$ cat src/rtl/module_lectura_teclado_if.sv
// rtl/module_lectura_teclado_if.sv - keypad column/row lines and decoded key outputs
interface module_lectura_teclado_if #(
    parameter int WIDTH = 4,
    parameter int ROWS  = 4
);
    localparam int CODE_W = (WIDTH * ROWS > 1) ? $clog2(WIDTH * ROWS) : 1;

    logic [WIDTH-1:0]  col;
    logic [ROWS-1:0]   fil;
    logic [CODE_W-1:0] key_code;
    logic              key_valid;
    logic              key_held;

    modport master (output col, output fil, input key_code, input key_valid, input key_held);
    modport slave  (input col, input fil, output key_code, output key_valid, output key_held);
endinterface

$ cat src/rtl/module_lectura_teclado.sv
// rtl/module_lectura_teclado.sv - keypad row reader with per-visit sampling and debounce
module module_lectura_teclado #(
    parameter int   WIDTH          = 4,
    parameter int   ROWS           = 4,
    parameter logic COL_ACTIVE_LOW = 1'b0,
    parameter logic ROW_ACTIVE_LOW = 1'b1,
    parameter int   SETTLE_CYCLES  = 16,
    parameter int   DEBOUNCE_COUNT = 3
) (
    input logic                    clk,
    input logic                    rst,
    module_lectura_teclado_if.slave kbd
);
    localparam int CODE_W = (WIDTH * ROWS > 1) ? $clog2(WIDTH * ROWS) : 1;
    localparam int CW     = (WIDTH > 1) ? $clog2(WIDTH) : 1;
    localparam int RW     = (ROWS > 1) ? $clog2(ROWS) : 1;
    localparam int SW     = $clog2(SETTLE_CYCLES + 1);
    localparam int DW     = $clog2(DEBOUNCE_COUNT + 1);
    localparam logic [ROWS-1:0] ROW_IDLE = ROW_ACTIVE_LOW ? '1 : '0;

    typedef enum logic [1:0] {IDLE, DEBOUNCE, HELD, RELEASE} state_t;

    logic [ROWS-1:0]   fil_s1, fil_s2, row_n;
    logic [WIDTH-1:0]  col_n, col_q;
    logic [SW-1:0]     settle_cnt;
    logic              sample, col_onehot, row_onehot;
    logic [CW-1:0]     col_idx;
    logic [RW-1:0]     row_idx;
    logic [CODE_W-1:0] code;

    state_t            state;
    logic [DW-1:0]     cnt;
    logic [CODE_W-1:0] cand;
    logic [WIDTH-1:0]  cand_col;
    logic [RW-1:0]     cand_row;
    logic              in_cand, cand_row_act;
    logic [CODE_W-1:0] key_code_q;
    logic              key_valid_q, key_held_q;

    assign row_n = ROW_ACTIVE_LOW ? ~fil_s2 : fil_s2;
    assign col_n = COL_ACTIVE_LOW ? ~kbd.col : kbd.col;

    always_ff @(posedge clk or posedge rst) begin
        if (rst) begin
            fil_s1     <= ROW_IDLE;
            fil_s2     <= ROW_IDLE;
            col_q      <= '0;
            settle_cnt <= '0;
        end else begin
            fil_s1 <= kbd.fil;
            fil_s2 <= fil_s1;
            col_q  <= col_n;
            // Saturating count: the single sample fires on the step into saturation.
            if (col_n != col_q)
                settle_cnt <= '0;
            else if (settle_cnt != SW'(SETTLE_CYCLES))
                settle_cnt <= settle_cnt + SW'(1);
        end
    end

    assign col_onehot = (col_q != '0) && ((col_q & (col_q - WIDTH'(1))) == '0);
    assign row_onehot = (row_n != '0) && ((row_n & (row_n - ROWS'(1))) == '0);
    assign sample     = (col_n == col_q) && (settle_cnt == SW'(SETTLE_CYCLES - 1)) && col_onehot;

    always_comb begin
        col_idx = '0;
        row_idx = '0;
        for (int i = 0; i < WIDTH; i++)
            if (col_q[i]) col_idx = CW'(i);
        for (int j = 0; j < ROWS; j++)
            if (row_n[j]) row_idx = RW'(j);
    end

    assign code         = CODE_W'(row_idx) * CODE_W'(WIDTH) + CODE_W'(col_idx);
    assign in_cand      = (col_q == cand_col);
    assign cand_row_act = row_n[cand_row];

    always_ff @(posedge clk or posedge rst) begin
        if (rst) begin
            state       <= IDLE;
            cnt         <= '0;
            cand        <= '0;
            cand_col    <= '0;
            cand_row    <= '0;
            key_code_q  <= '0;
            key_valid_q <= 1'b0;
            key_held_q  <= 1'b0;
        end else begin
            key_valid_q <= 1'b0;
            if (sample) begin
                case (state)
                    IDLE: begin
                        if (row_onehot) begin
                            cand     <= code;
                            cand_col <= col_q;
                            cand_row <= row_idx;
                            cnt      <= DW'(1);
                            state    <= DEBOUNCE;
                        end
                    end
                    DEBOUNCE: begin
                        if (in_cand) begin
                            if (row_onehot && code == cand) begin
                                if (cnt + DW'(1) == DW'(DEBOUNCE_COUNT)) begin
                                    key_code_q  <= cand;
                                    key_valid_q <= 1'b1;
                                    key_held_q  <= 1'b1;
                                    cnt         <= '0;
                                    state       <= HELD;
                                end else begin
                                    cnt <= cnt + DW'(1);
                                end
                            end else begin
                                cnt   <= '0;
                                state <= IDLE;
                            end
                        end
                    end
                    HELD: begin
                        // Only the candidate row matters; other keys never roll over.
                        if (in_cand && !cand_row_act) begin
                            cnt   <= DW'(1);
                            state <= RELEASE;
                        end
                    end
                    RELEASE: begin
                        if (in_cand) begin
                            if (cand_row_act) begin
                                cnt   <= '0;
                                state <= HELD;
                            end else if (cnt + DW'(1) == DW'(DEBOUNCE_COUNT)) begin
                                cnt        <= '0;
                                key_held_q <= 1'b0;
                                state      <= IDLE;
                            end else begin
                                cnt <= cnt + DW'(1);
                            end
                        end
                    end
                    default: state <= IDLE;
                endcase
            end
        end
    end

    assign kbd.key_code  = key_code_q;
    assign kbd.key_valid = key_valid_q;
    assign kbd.key_held  = key_held_q;
endmodule

$ cat src/flat_wrapper.sv
// flat-port wrapper written by rule: the top's interface ports become plain ports
module module_lectura_teclado_flat 
#(
    parameter int   WIDTH          = 4,
    parameter int   ROWS           = 4,
    parameter logic COL_ACTIVE_LOW = 1'b0,
    parameter logic ROW_ACTIVE_LOW = 1'b1,
    parameter int   SETTLE_CYCLES  = 16,
    parameter int   DEBOUNCE_COUNT = 3
)
  (clk, rst, kbd_col, kbd_fil, kbd_key_code, kbd_key_valid, kbd_key_held);
  module_lectura_teclado_if #(.WIDTH(WIDTH), .ROWS(ROWS)) kbd_i ();
  input logic clk;
  input logic rst;
  input wire logic [$bits(kbd_i.col)-1:0] kbd_col;
  input wire logic [$bits(kbd_i.fil)-1:0] kbd_fil;
  output wire logic [$bits(kbd_i.key_code)-1:0] kbd_key_code;
  output wire logic [$bits(kbd_i.key_valid)-1:0] kbd_key_valid;
  output wire logic [$bits(kbd_i.key_held)-1:0] kbd_key_held;
  assign kbd_i.col = kbd_col;
  assign kbd_i.fil = kbd_fil;
  assign kbd_key_code = kbd_i.key_code;
  assign kbd_key_valid = kbd_i.key_valid;
  assign kbd_key_held = kbd_i.key_held;
  module_lectura_teclado #(.WIDTH(WIDTH), .ROWS(ROWS), .COL_ACTIVE_LOW(COL_ACTIVE_LOW), .ROW_ACTIVE_LOW(ROW_ACTIVE_LOW), .SETTLE_CYCLES(SETTLE_CYCLES), .DEBOUNCE_COUNT(DEBOUNCE_COUNT)) u_core (.clk(clk), .rst(rst), .kbd(kbd_i));
endmodule
$ cat config.mk
export PLATFORM = sky130hd
export DESIGN_NAME = module_lectura_teclado_flat
export DESIGN_NICKNAME = d
export VERILOG_FILES = /design/src/rtl/module_lectura_teclado_if.sv /design/src/rtl/module_lectura_teclado.sv /design/src/flat_wrapper.sv
export SDC_FILE = /design/constraint.sdc
export NUM_CORES = 1
export LEC_CHECK = 0
export ABC_AREA = 1
export CAP_MARGIN = 20
export CORE_MARGIN = 2
export CORE_UTILIZATION = 57
export DETAILED_ROUTE_END_ITERATION = 10
export PLACE_DENSITY = 0.88
export SETUP_SLACK_MARGIN = 0.2
export SYNTH_ARGS = -nofsm -noshare
export SYNTH_HDL_FRONTEND = slang
export SYNTH_SLANG_ARGS = --single-unit
$ cat constraint.sdc
create_clock -name clk -period 2.3 [get_ports clk]
set_clock_uncertainty 0.15 [all_clocks]
set_input_delay 0.46 -clock clk [delete_from_list [all_inputs] [get_ports clk]]
set_output_delay 0.46 -clock clk [all_outputs]
set_load 0.02 [all_outputs]
==> flow_metrics.env, run 1 <==
export IMPL_internal_power_mw=0.787
export IMPL_synth_main_ff_cell="dfrtp_1"
export IMPL_p_seq_frac=0.616
export IMPL_worstMarginPinSlew_ns=0.421
export IMPL_power_frac_clock=0.296
export IMPL_ys_seq_area_frac=0.485
export IMPL_cellLeakagePower_nw=1.13
export IMPL_cp_max_fo=4
export IMPL_ir_drop_v=0.000341
export IMPL_status="complete, no violations"
export IMPL_drv_cap=0
export IMPL_clk_root_buffer_cell="clkbuf_4"
export IMPL_multi_input_area_um2=850
export IMPL_drt_iter0_drc=68
export IMPL_area_growth_pct=17.7
export IMPL_yosysWarnings=0
export IMPL_grt_ovfl_total=0
export IMPL_dieArea_um2=3670
export IMPL_comb_power_share=0.088
export IMPL_power_density_nw_per_um2=488
export IMPL_synth_edf_count=0
export IMPL_clock_sink_count=35
export IMPL_cts_tree="yes"
export IMPL_hpwl_mm=2.44
export IMPL_groute_usage_overall=0.221
export IMPL_hold_buffers=0
export IMPL_viasPerCell=5.00
export IMPL_core_area_um2=3050
export IMPL_setup_violations=0
export IMPL_portBuffers=15
export IMPL_fin_ws_ns=0.307
export IMPL_synth_async_reset_ratio=1.00
export IMPL_yosys_top_cells_count="nand2_1 (83), inv_1 (29), dfrtp_1 (27)"
export IMPL_path_class="reg2reg"
export IMPL_critPathRequiredTime_ns=2.38
export IMPL_setup_tns_final_ns=0
export IMPL_power_switching_mw=0.261
export IMPL_num_rows=20
export IMPL_syn_inst=235
export IMPL_rsz0062_at_grt="true"
export IMPL_clk_pin_slew_ns=0.09
export IMPL_synth_fp_nets=248
export IMPL_synth_seq_cells=35
export IMPL_endpoint_kind="register"
export IMPL_ios=16
export IMPL_yosysMostFrequentCell="nand2_1"
export IMPL_avgRoutedWirePerCell_um=11.1
export IMPL_drive_gt1_frac=0.188
export IMPL_hp_class="reg2reg"
export IMPL_diodes=0
export IMPL_cp_start_kind="register"
export IMPL_clk_insertion_delay_late_ns=0.35
export IMPL_max_slew_margin=0.719
export IMPL_start_util=0.598
export IMPL_period_minus_slack_ns=1.99
export IMPL_cp_data_arrival_time_ns=2.08
export IMPL_die_w_um=60.6
export IMPL_drtAntennaViolNets=0
export IMPL_die_h_um=60.6
export IMPL_netlist_top_cells_area="dfrtp_1 (37%), nand2_1 (17%), dfstp_2 (12%)"
export IMPL_hold_viol=0
export IMPL_cts_buffers_inserted=5
export IMPL_via_count=1526
export IMPL_finalMaxSlewViolations=0
export IMPL_pre_cts_slack_ns=0.0556
export IMPL_synth_distinct_cells=25
export IMPL_synth_top_area_frac=0.370
export IMPL_drc_errors=0
export IMPL_grt_pass1_vias=1408
export IMPL_gp_congestion=0.883
export IMPL_clockBufferDepth=2
export IMPL_seqCellArea_um2=886
export IMPL_syn_cell_area_um2=1830
export IMPL_drt_wl_total_mm=3.39
export IMPL_syn_area_per_cell_um2=7.77
export IMPL_yosysTopAreaCell="dfrtp_1"
export IMPL_fin_crit_sh=0.867
export IMPL_grt_start_max_net_pins=36
export IMPL_swShare=0.249
export IMPL_antenna_found_initial=0
export IMPL_grt_pass1_wl_mm=5.87
export IMPL_htreeDepth=2
export IMPL_fin_nets=273
export IMPL_maxClockFrequency_mhz=502
export IMPL_drt_first_pass_iters=4
export IMPL_fillerInstances=253
[cell families (layout without fill, tap and decap cells)]
group / after synthesis / after routing / synth area share
AO/OA/AOI/OAI: 20 / 20 / 0.0685
AND/OR/NAND/NOR: 138 / 138 / 0.330
flip-flops: 35 / 35 / 0.485
XOR/XNOR: 4 / 4 / 0.0192
buffers and inverters: 35 / 61 / 0.0761
adder cells (fa/ha/maj): 3 / 3 / 0.0206
[power groups by stage]
stage	combinational (mW)	sequential [mW]	clock, mW
floorplan	0.0567	0.654	0
global placement	0.0845	0.657	0
detailed placement	0.0877	0.657	0
CTS	0.0905	0.645	0.315
global route	0.104	0.647	0.350
finish	0.0919	0.646	0.310
[cells in the final DEF, fill, tap and decap left out, drive strengths merged, types with 7 or more instances in the layout]
cell type / n
a21oi: 7
clkbuf: 7
clkdlybuf4s50: 15
dfrtp: 27
dfstp: 8
inv: 33
nand2: 87
nand3: 18
nor2: 28
o21ai: 12
[final timing paths]
path                                                   end                              from  cells after the start  slack (ns)
hold / removal                  u_core.fil_s2[2]$_DFF_PP1_        u_core.fil_s1[2]$_DFF_PP1_                      0        0.21
min in group asynchronous        u_core.col_q[1]$_DFF_PP0_                               rst                      3        0.36
setup / recovery           u_core.kbd.key_held$_DFFE_PP0P_  u_core.settle_cnt[1]$_DFFE_PP0P_                     12        0.31
max in group asynchronous       u_core.fil_s2[1]$_DFF_PP1_                               rst                      3        1.29
hold reg to reg                 u_core.fil_s2[2]$_DFF_PP1_        u_core.fil_s1[2]$_DFF_PP1_                      0        0.21
setup reg to reg           u_core.kbd.key_held$_DFFE_PP0P_  u_core.settle_cnt[1]$_DFFE_PP0P_                     12        0.31
[area by class of cell]
class / instances / share of cell area
clock buffer: 7 / 0.0210
clock inverter: 1 / 0.00233
inverter: 34 / 0.0594
multi-input combinational: 165 / 0.395
sequential: 35 / 0.412
tap: 44 / 0.0256
timing repair buffer: 19 / 0.0839
[flip-flops by register name, summed over array words and instances (netlist names), 2 cells and up]
| name | count |
|---|---|
| u_core.cand_col | 4 |
| u_core.settle_cnt | 5 |
| u_core.cand | 2 |
| u_core.state | 2 |
| u_core.col_q | 4 |
| u_core.fil_s1 | 4 |
| u_core.kbd.key_code | 4 |
| u_core.cand_row | 2 |
| u_core.cnt | 2 |
| u_core.fil_s2 | 4 |
[worst max-delay path, stage by stage (launching register included)]
cell and delay (ns):
dfrtp_1 0.41, ha_2 0.20, inv_2 0.05, nor3_4 0.16, ha_2 0.19, nand3_2 0.07
nor2_1 0.09, nand3_1 0.12, nor2_2 0.18, buf_4 0.14, nand2_2 0.03, nand2_1 0.05
nand2_1 0.04
[routing by layer]
metal	share of wire	routed length, um	up-vias	track usage
met5	0	0	-	0
met4	0.026	87	0	0.124
met3	0.041	140	8	0.0448
met2	0.49	1650	42	0.361
met1	0.45	1510	693	0.275
li1	-	-	783	-
[timing repair]
action / 4_1_cts / 5_1_grt
setup buffers: 1 / 2
pin swaps: 0 / 13
setup endpoints to repair: 4 / 18
resized for setup: 1 / 13
[stage by stage]
stage	cells	hold slack (ns)	util	power [mW]	cell area, um2
after floorplan	235	0.195	-	0.711	1830
after CTS	303	0.211	0.684	1.05	2090
after global placement	294	0.196	0.664	0.742	2030
final	305	0.210	0.704	1.05	2150
after global routing	305	0.217	0.704	1.10	2150
after detailed placement	294	0.197	0.664	0.745	2030
No activity file was read; power rests on OpenSTA's default activity.
==> run 2, diff against run 1 <==
- PLACE_DENSITY: 0.88 -> 0.79
- SETUP_SLACK_MARGIN: 0.2 -> not set
==> run 2 against run 1 <==
  * Register-to-register slack worse by 0.09 ns
  * First-iteration DRC count grew 47%
  * Utilization decreased by 1.7 points
  * Wire length is 9.5% lower
  * Power fell by 0.21%
  * Cell count is 0.33% lower
  * Sequential share of layout area is 1.0 points higher
  * Clock-buffer cell count stayed put
  * Flip-flop and latch count unchanged
  * Non-clock buffer count fell by 1
  * Clock power about the same
  * Fmax shrank 4.5%
==> flow_metrics.env, run 2 (same netlist as run 1, synthesis figures left out) <==
export IMPL_power_frac_clock=0.299
export IMPL_die_w_um=60.6
export IMPL_avgRoutedWirePerCell_um=10.1
export IMPL_drt_wl_total_mm=3.06
export IMPL_final_cells=304
export IMPL_hold_viol=0
export IMPL_cp_num_buf_inv=2
export IMPL_path_class="reg2reg"
export IMPL_groute_usage_overall=0.197
export IMPL_fin_util=0.687
export IMPL_status="complete, no violations"
export IMPL_power_switching_mw=0.259
export IMPL_setup_tns_final_ns=0
export IMPL_gp_congestion=0.819
export IMPL_hold_end="u_core.fil_s2[3]$_DFF_PP1_"
export IMPL_setup_violations=0
export IMPL_fin_nets=272
export IMPL_endpoint_kind="register"
export IMPL_critPathTopFamily="simple AND/OR/NAND/NOR gates"
export IMPL_clk_pin_slew_ns=0.11
export IMPL_drv_cap=0
export IMPL_cellLeakagePower_nw=1.09
export IMPL_p_total_mw=1.05
export IMPL_rsz0062_at_grt="false"
export IMPL_cp_data_arrival_time_ns=2.16
export IMPL_grt_pass1_wl_mm=5.35
export IMPL_clock_sink_count=35
export IMPL_crit_top_cell="nand2_1"
export IMPL_max_slew_margin=0.717
export IMPL_clk_root_buffer_cell="clkbuf_4"
export IMPL_ir_drop_v=0.000294
export IMPL_num_rows=20
export IMPL_core_area_um2=3050
export IMPL_htreeDepth=2
export IMPL_via_count=1486
export IMPL_cts_buffers_inserted=5
export IMPL_drive_gt1_frac=0.146
export IMPL_dieArea_um2=3670
export IMPL_grt_pass1_vias=1295
export IMPL_grt_use_met1=0.262
export IMPL_holdPathStages=0
export IMPL_diodes=0
export IMPL_cp_max_fo=4
export IMPL_crit_chain="ha_1 > inv_1 > nor3_1 > ha_1 > nand3_1 > inv_1 > nand3_2 > nor2_8 > nand2_4 > nor2_4 > nand2_1 > nand2_1 > nand2_1"
export IMPL_drtAntennaViolNets=0
export IMPL_placedCellCount=294
export IMPL_portBuffers=15
export IMPL_cts_tree="yes"
export IMPL_grt_busiest_layer="met2"
export IMPL_drt_first_pass_iters=4
export IMPL_maxClockFrequency_mhz=479
export IMPL_r2r_start="u_core.settle_cnt[1]$_DFFE_PP0P_"
export IMPL_die_h_um=60.6
export IMPL_period_minus_slack_ns=2.09
export IMPL_p_seq_frac=0.618
export IMPL_viasPerCell=4.89
export IMPL_met2_usage=0.310
export IMPL_worstMarginPinSlew_ns=0.424
export IMPL_grt_start_max_net_pins=36
export IMPL_fillerInstances=269
export IMPL_finalMaxSlewViolations=0
export IMPL_clockBufferDepth=2
export IMPL_hpwl_mm=2.31
export IMPL_drc_errors=0
export IMPL_grt_ovfl_total=0
export IMPL_fin_crit_sh=0.907
export IMPL_hp_class="reg2reg"
export IMPL_clk_insertion_delay_late_ns=0.34
export IMPL_comb_power_share=0.083
export IMPL_grt_util_met3=0.0448
export IMPL_multi_input_area_um2=806
export IMPL_power_density_nw_per_um2=499
export IMPL_slowest_stage="dfrtp_1"
export IMPL_start_util=0.598
export IMPL_critPathRequiredTime_ns=2.38
export IMPL_timing_rr_end="u_core.state[0]$_DFFE_PP0P_"
export IMPL_final_common_cell="nand2_1"
export IMPL_ios=16
export IMPL_cp_start_kind="register"
export IMPL_seqCellArea_um2=886
export IMPL_area_growth_pct=14.9
export IMPL_final_cell_mix="nand2_1 (83), inv_1 (29), dfrtp_1 (27), nor2_1 (22), nand3_1 (17)"
export IMPL_antenna_found_initial=0
export IMPL_rrSetupSlack_ns=0.21
export IMPL_rr_worst_depth=13
export IMPL_largest_register_ff_count=5
export IMPL_drt_iter0_drc=100
export IMPL_largest_register="u_core.settle_cnt"
export IMPL_swShare=0.248
export IMPL_max_stage_delay_ns=0.41
export IMPL_holdCritStartpoint="u_core.fil_s1[3]$_DFF_PP1_"
export IMPL_internal_power_mw=0.787
## run 2: worst max path at each step
stage | start | end | cells after the start
6_report | u_core.settle_cnt[1]$_DFFE_PP0P_ | u_core.state[0]$_DFFE_PP0P_ | 13
5_1_grt | u_core.settle_cnt[1]$_DFFE_PP0P_ | u_core.kbd.key_code[3]$_DFFE_PP0P_ | 11
4_1_cts | u_core.settle_cnt[1]$_DFFE_PP0P_ | u_core.state[0]$_DFFE_PP0P_ | 13
3_5_place_dp | kbd_col[2] | u_core.state[0]$_DFFE_PP0P_ | 12
3_3_place_gp | kbd_col[2] | u_core.state[0]$_DFFE_PP0P_ | 12
2_1_floorplan | u_core.settle_cnt[0]$_DFFE_PP0P_ | u_core.state[1]$_DFFE_PP0P_ | 13
## run 2: power groups by stage
stage / clock network [mW] / registers [mW] / logic, mW
global route: 0.351 / 0.648 / 0.100
detailed placement: 0 / 0.658 / 0.0861
global placement: 0 / 0.657 / 0.0852
floorplan: 0 / 0.654 / 0.0567
finish: 0.313 / 0.646 / 0.0870
CTS: 0.324 / 0.646 / 0.0865
## run 2: worst register-to-register path: cells and delay by family, from the launching register on
family,cells,cell delay [ns]
and+or+nand+nor,9,0.93
adders and majority gates,2,0.37
DFF,1,0.41
buffers and inverters,2,0.12
## run 2: timing repair
| action | CTS | global route |
|---|---|---|
| buffers inserted | 0 | 2 |
| hold buffers | 0 | 0 |
| endpoints found under the setup margin | 0 | 3 |
| resized for setup | 0 | 1 |
## run 2: layer usage
metal | routed length (um) | share of wire | vias to the layer above
met1 | 1470 | 0.48 | 674
met5 | 0 | 0 | -
met4 | 53 | 0.017 | 0
met3 | 126 | 0.041 | 5
met2 | 1410 | 0.46 | 31
li1 | - | - | 776
## run 2: per-stage QoR
step / hold WS, ns / setup WS (ns) / cell area (um2)
after CTS: 0.213 / 0.125 / 2080
after global routing: 0.215 / 0.0252 / 2100
after detailed placement: 0.199 / 0.0596 / 2030
after global placement: 0.196 / 0.0849 / 2030
final: 0.210 / 0.213 / 2100
after floorplan: 0.195 / 0.376 / 1830
## run 2: area by class of cell
cell class,count,share of cell area
sequential,35,0.422
clock buffer,7,0.0215
tap,44,0.0263
timing repair buffer,18,0.0823
clock inverter,1,0.00239
multi-input combinational,165,0.384
inverter,34,0.0609
==> run 3, diff against run 2 <==
- PLACE_DENSITY: 0.79 -> 0.78
==> run 3 against run 2 <==
  * Power shrank 0.70%
  * Sequential power is essentially flat
  * Cell area shrank 0.95%
  * Clock power shrank 2%
==> flow_metrics.env, run 3 (same netlist as run 1, synthesis figures left out) <==
export IMPL_status="complete, no violations"
export IMPL_ir_drop_v=0.000274
export IMPL_crit_top_cell="nand2_1"
export IMPL_clk_root_buffer_cell="clkbuf_4"
export IMPL_gp_congestion=0.871
export IMPL_cellLeakagePower_nw=1.08
export IMPL_holdCritStartpoint="u_core.fil_s1[1]$_DFF_PP1_"
export IMPL_fin_nets=270
export IMPL_slowest_stage="dfrtp_1"
export IMPL_r2r_start="u_core.settle_cnt[1]$_DFFE_PP0P_"
export IMPL_timing_rr_end="u_core.state[0]$_DFFE_PP0P_"
export IMPL_rrSetupSlack_ns=0.18
export IMPL_power_density_nw_per_um2=500
export IMPL_wl_met3_um=111
export IMPL_worst_hold_slack_ns=0.209
export IMPL_crit_chain="ha_1 > inv_1 > nor3_1 > ha_1 > nand3_1 > inv_1 > nand3_1 > nor2_8 > nand2_4 > nor2_4 > nand2_1 > nand2_1 > nand2_1"
export IMPL_max_stage_delay_ns=0.41
export IMPL_hp_class="reg2reg"
export IMPL_largest_register_ff_count=5
export IMPL_critPathRequiredTime_ns=2.38
export IMPL_cts_tree="yes"
export IMPL_final_cells=302
export IMPL_clockBufferDepth=2
export IMPL_cp_num_cells=13
export IMPL_drc_errors=0
export IMPL_post_cts_buffers=0
export IMPL_drt_iter0_drc=73
export IMPL_drt_first_pass_iters=4
export IMPL_avgRoutedWirePerCell_um=9.87
export IMPL_grt_pass1_wl_mm=5.18
export IMPL_cp_num_buf_inv=2
export IMPL_period_minus_slack_ns=2.12
export IMPL_grt_start_max_net_pins=36
export IMPL_core_area_um2=3050
export IMPL_path_class="reg2reg"
export IMPL_maxClockFrequency_mhz=473
export IMPL_rsz0062_at_grt="false"
export IMPL_fillerInstances=267
export IMPL_num_rows=20
export IMPL_clk_insertion_delay_late_ns=0.35
export IMPL_drt_met1_wl_mm=1.42
export IMPL_drt_wl_total_mm=2.98
export IMPL_drv_cap=0
export IMPL_place_area_um2=2030
export IMPL_final_cell_mix="nand2_1 (83), inv_1 (29), dfrtp_1 (27), nor2_1 (22), nand3_1 (18)"
export IMPL_ios=16
export IMPL_setup_tns_final_ns=0
export IMPL_clk_pin_slew_ns=0.10
export IMPL_start_util=0.598
export IMPL_cts_resized=0
export IMPL_area_growth_pct=13.8
export IMPL_rr_worst_depth=13
export IMPL_hold_viol=0
export IMPL_htreeDepth=2
export IMPL_critPathTopFamily="simple AND/OR/NAND/NOR gates"
export IMPL_highest_layer="met4"
export IMPL_pre_cts_slack_ns=0.0532
export IMPL_cp_max_fo=4
export IMPL_setup_violations=0
export IMPL_die_h_um=60.6
export IMPL_cp_start_kind="register"
export IMPL_clock_sink_count=35
export IMPL_hold_buffers=0
export IMPL_final_common_cell="nand2_1"
export IMPL_antenna_found_initial=0
export IMPL_viasPerCell=4.82
export IMPL_fin_area_um2=2080
export IMPL_dieArea_um2=3670
export IMPL_largest_register="u_core.settle_cnt"
export IMPL_p_total_mw=1.04
export IMPL_drive_gt1_frac=0.136
export IMPL_cp_data_arrival_time_ns=2.20
export IMPL_via_count=1455
export IMPL_finalMaxSlewViolations=0
export IMPL_fin_util=0.680
export IMPL_fin_crit_sh=0.920
export IMPL_worstMarginPinSlew_ns=0.425
export IMPL_drtAntennaViolNets=0
export IMPL_diodes=0
export IMPL_grt_ovfl_total=0
export IMPL_fin_ws_ns=0.184
export IMPL_route_met2_wl_mm=1.39
export IMPL_portBuffers=15
export IMPL_grt_pass1_vias=1242
export IMPL_holdPathStages=0
export IMPL_hpwl_mm=2.27
export IMPL_cts_buffers_inserted=5
export IMPL_die_w_um=60.6
export IMPL_placedCellCount=294
export IMPL_endpoint_kind="register"
export IMPL_hold_end="u_core.fil_s2[1]$_DFF_PP1_"
export IMPL_groute_usage_overall=0.196
export IMPL_max_slew_margin=0.717
-- run 3: how the worst max path moves through the flow --
| stage | startpoint | endpoint |
|---|---|---|
| 6_report | u_core.settle_cnt[1]$_DFFE_PP0P_ | u_core.state[0]$_DFFE_PP0P_ |
| 3_3_place_gp | kbd_col[2] | u_core.state[1]$_DFFE_PP0P_ |
| 5_1_grt | u_core.settle_cnt[1]$_DFFE_PP0P_ | u_core.state[0]$_DFFE_PP0P_ |
| 4_1_cts | u_core.settle_cnt[1]$_DFFE_PP0P_ | u_core.state[0]$_DFFE_PP0P_ |
| 3_5_place_dp | kbd_col[2] | u_core.state[0]$_DFFE_PP0P_ |
| 2_1_floorplan | u_core.settle_cnt[0]$_DFFE_PP0P_ | u_core.state[1]$_DFFE_PP0P_ |
-- run 3: worst reg2reg max path, cell delays in order, from the launching register on --
cell	delay, ns
dfrtp_1	0.41
ha_1	0.18
inv_1	0.06
nor3_1	0.13
ha_1	0.18
nand3_1	0.10
inv_1	0.06
nand3_1	0.17
nor2_8	0.20
nand2_4	0.07
nor2_4	0.13
nand2_1	0.08
nand2_1	0.06
nand2_1	0.05
-- run 3: area by class of cell --
cell class | instances | area (um2) | area share
clock buffers | 7 | 45.0 | 0.0217
clock inverters | 1 | 5.00 | 0.00241
inverters | 34 | 128 | 0.0614
multi-input cells | 165 | 801 | 0.386
flip-flops and latches | 35 | 886 | 0.427
well taps | 44 | 55.1 | 0.0265
repair buffers | 16 | 158 | 0.0759
-- run 3: routing by layer --
layer | up-vias | track usage
met5 | - | 0
met4 | 0 | 0.127
met3 | 6 | 0.0469
met2 | 25 | 0.296
met1 | 647 | 0.252
li1 | 777 | -
-- run 3: power breakdown --
group          total [mW]  leakage, nW  switching, mW  internal, mW
registers           0.646        0.447         0.0130         0.633
logic              0.0851        0.606         0.0518        0.0333
clock network       0.308       0.0293          0.189         0.119
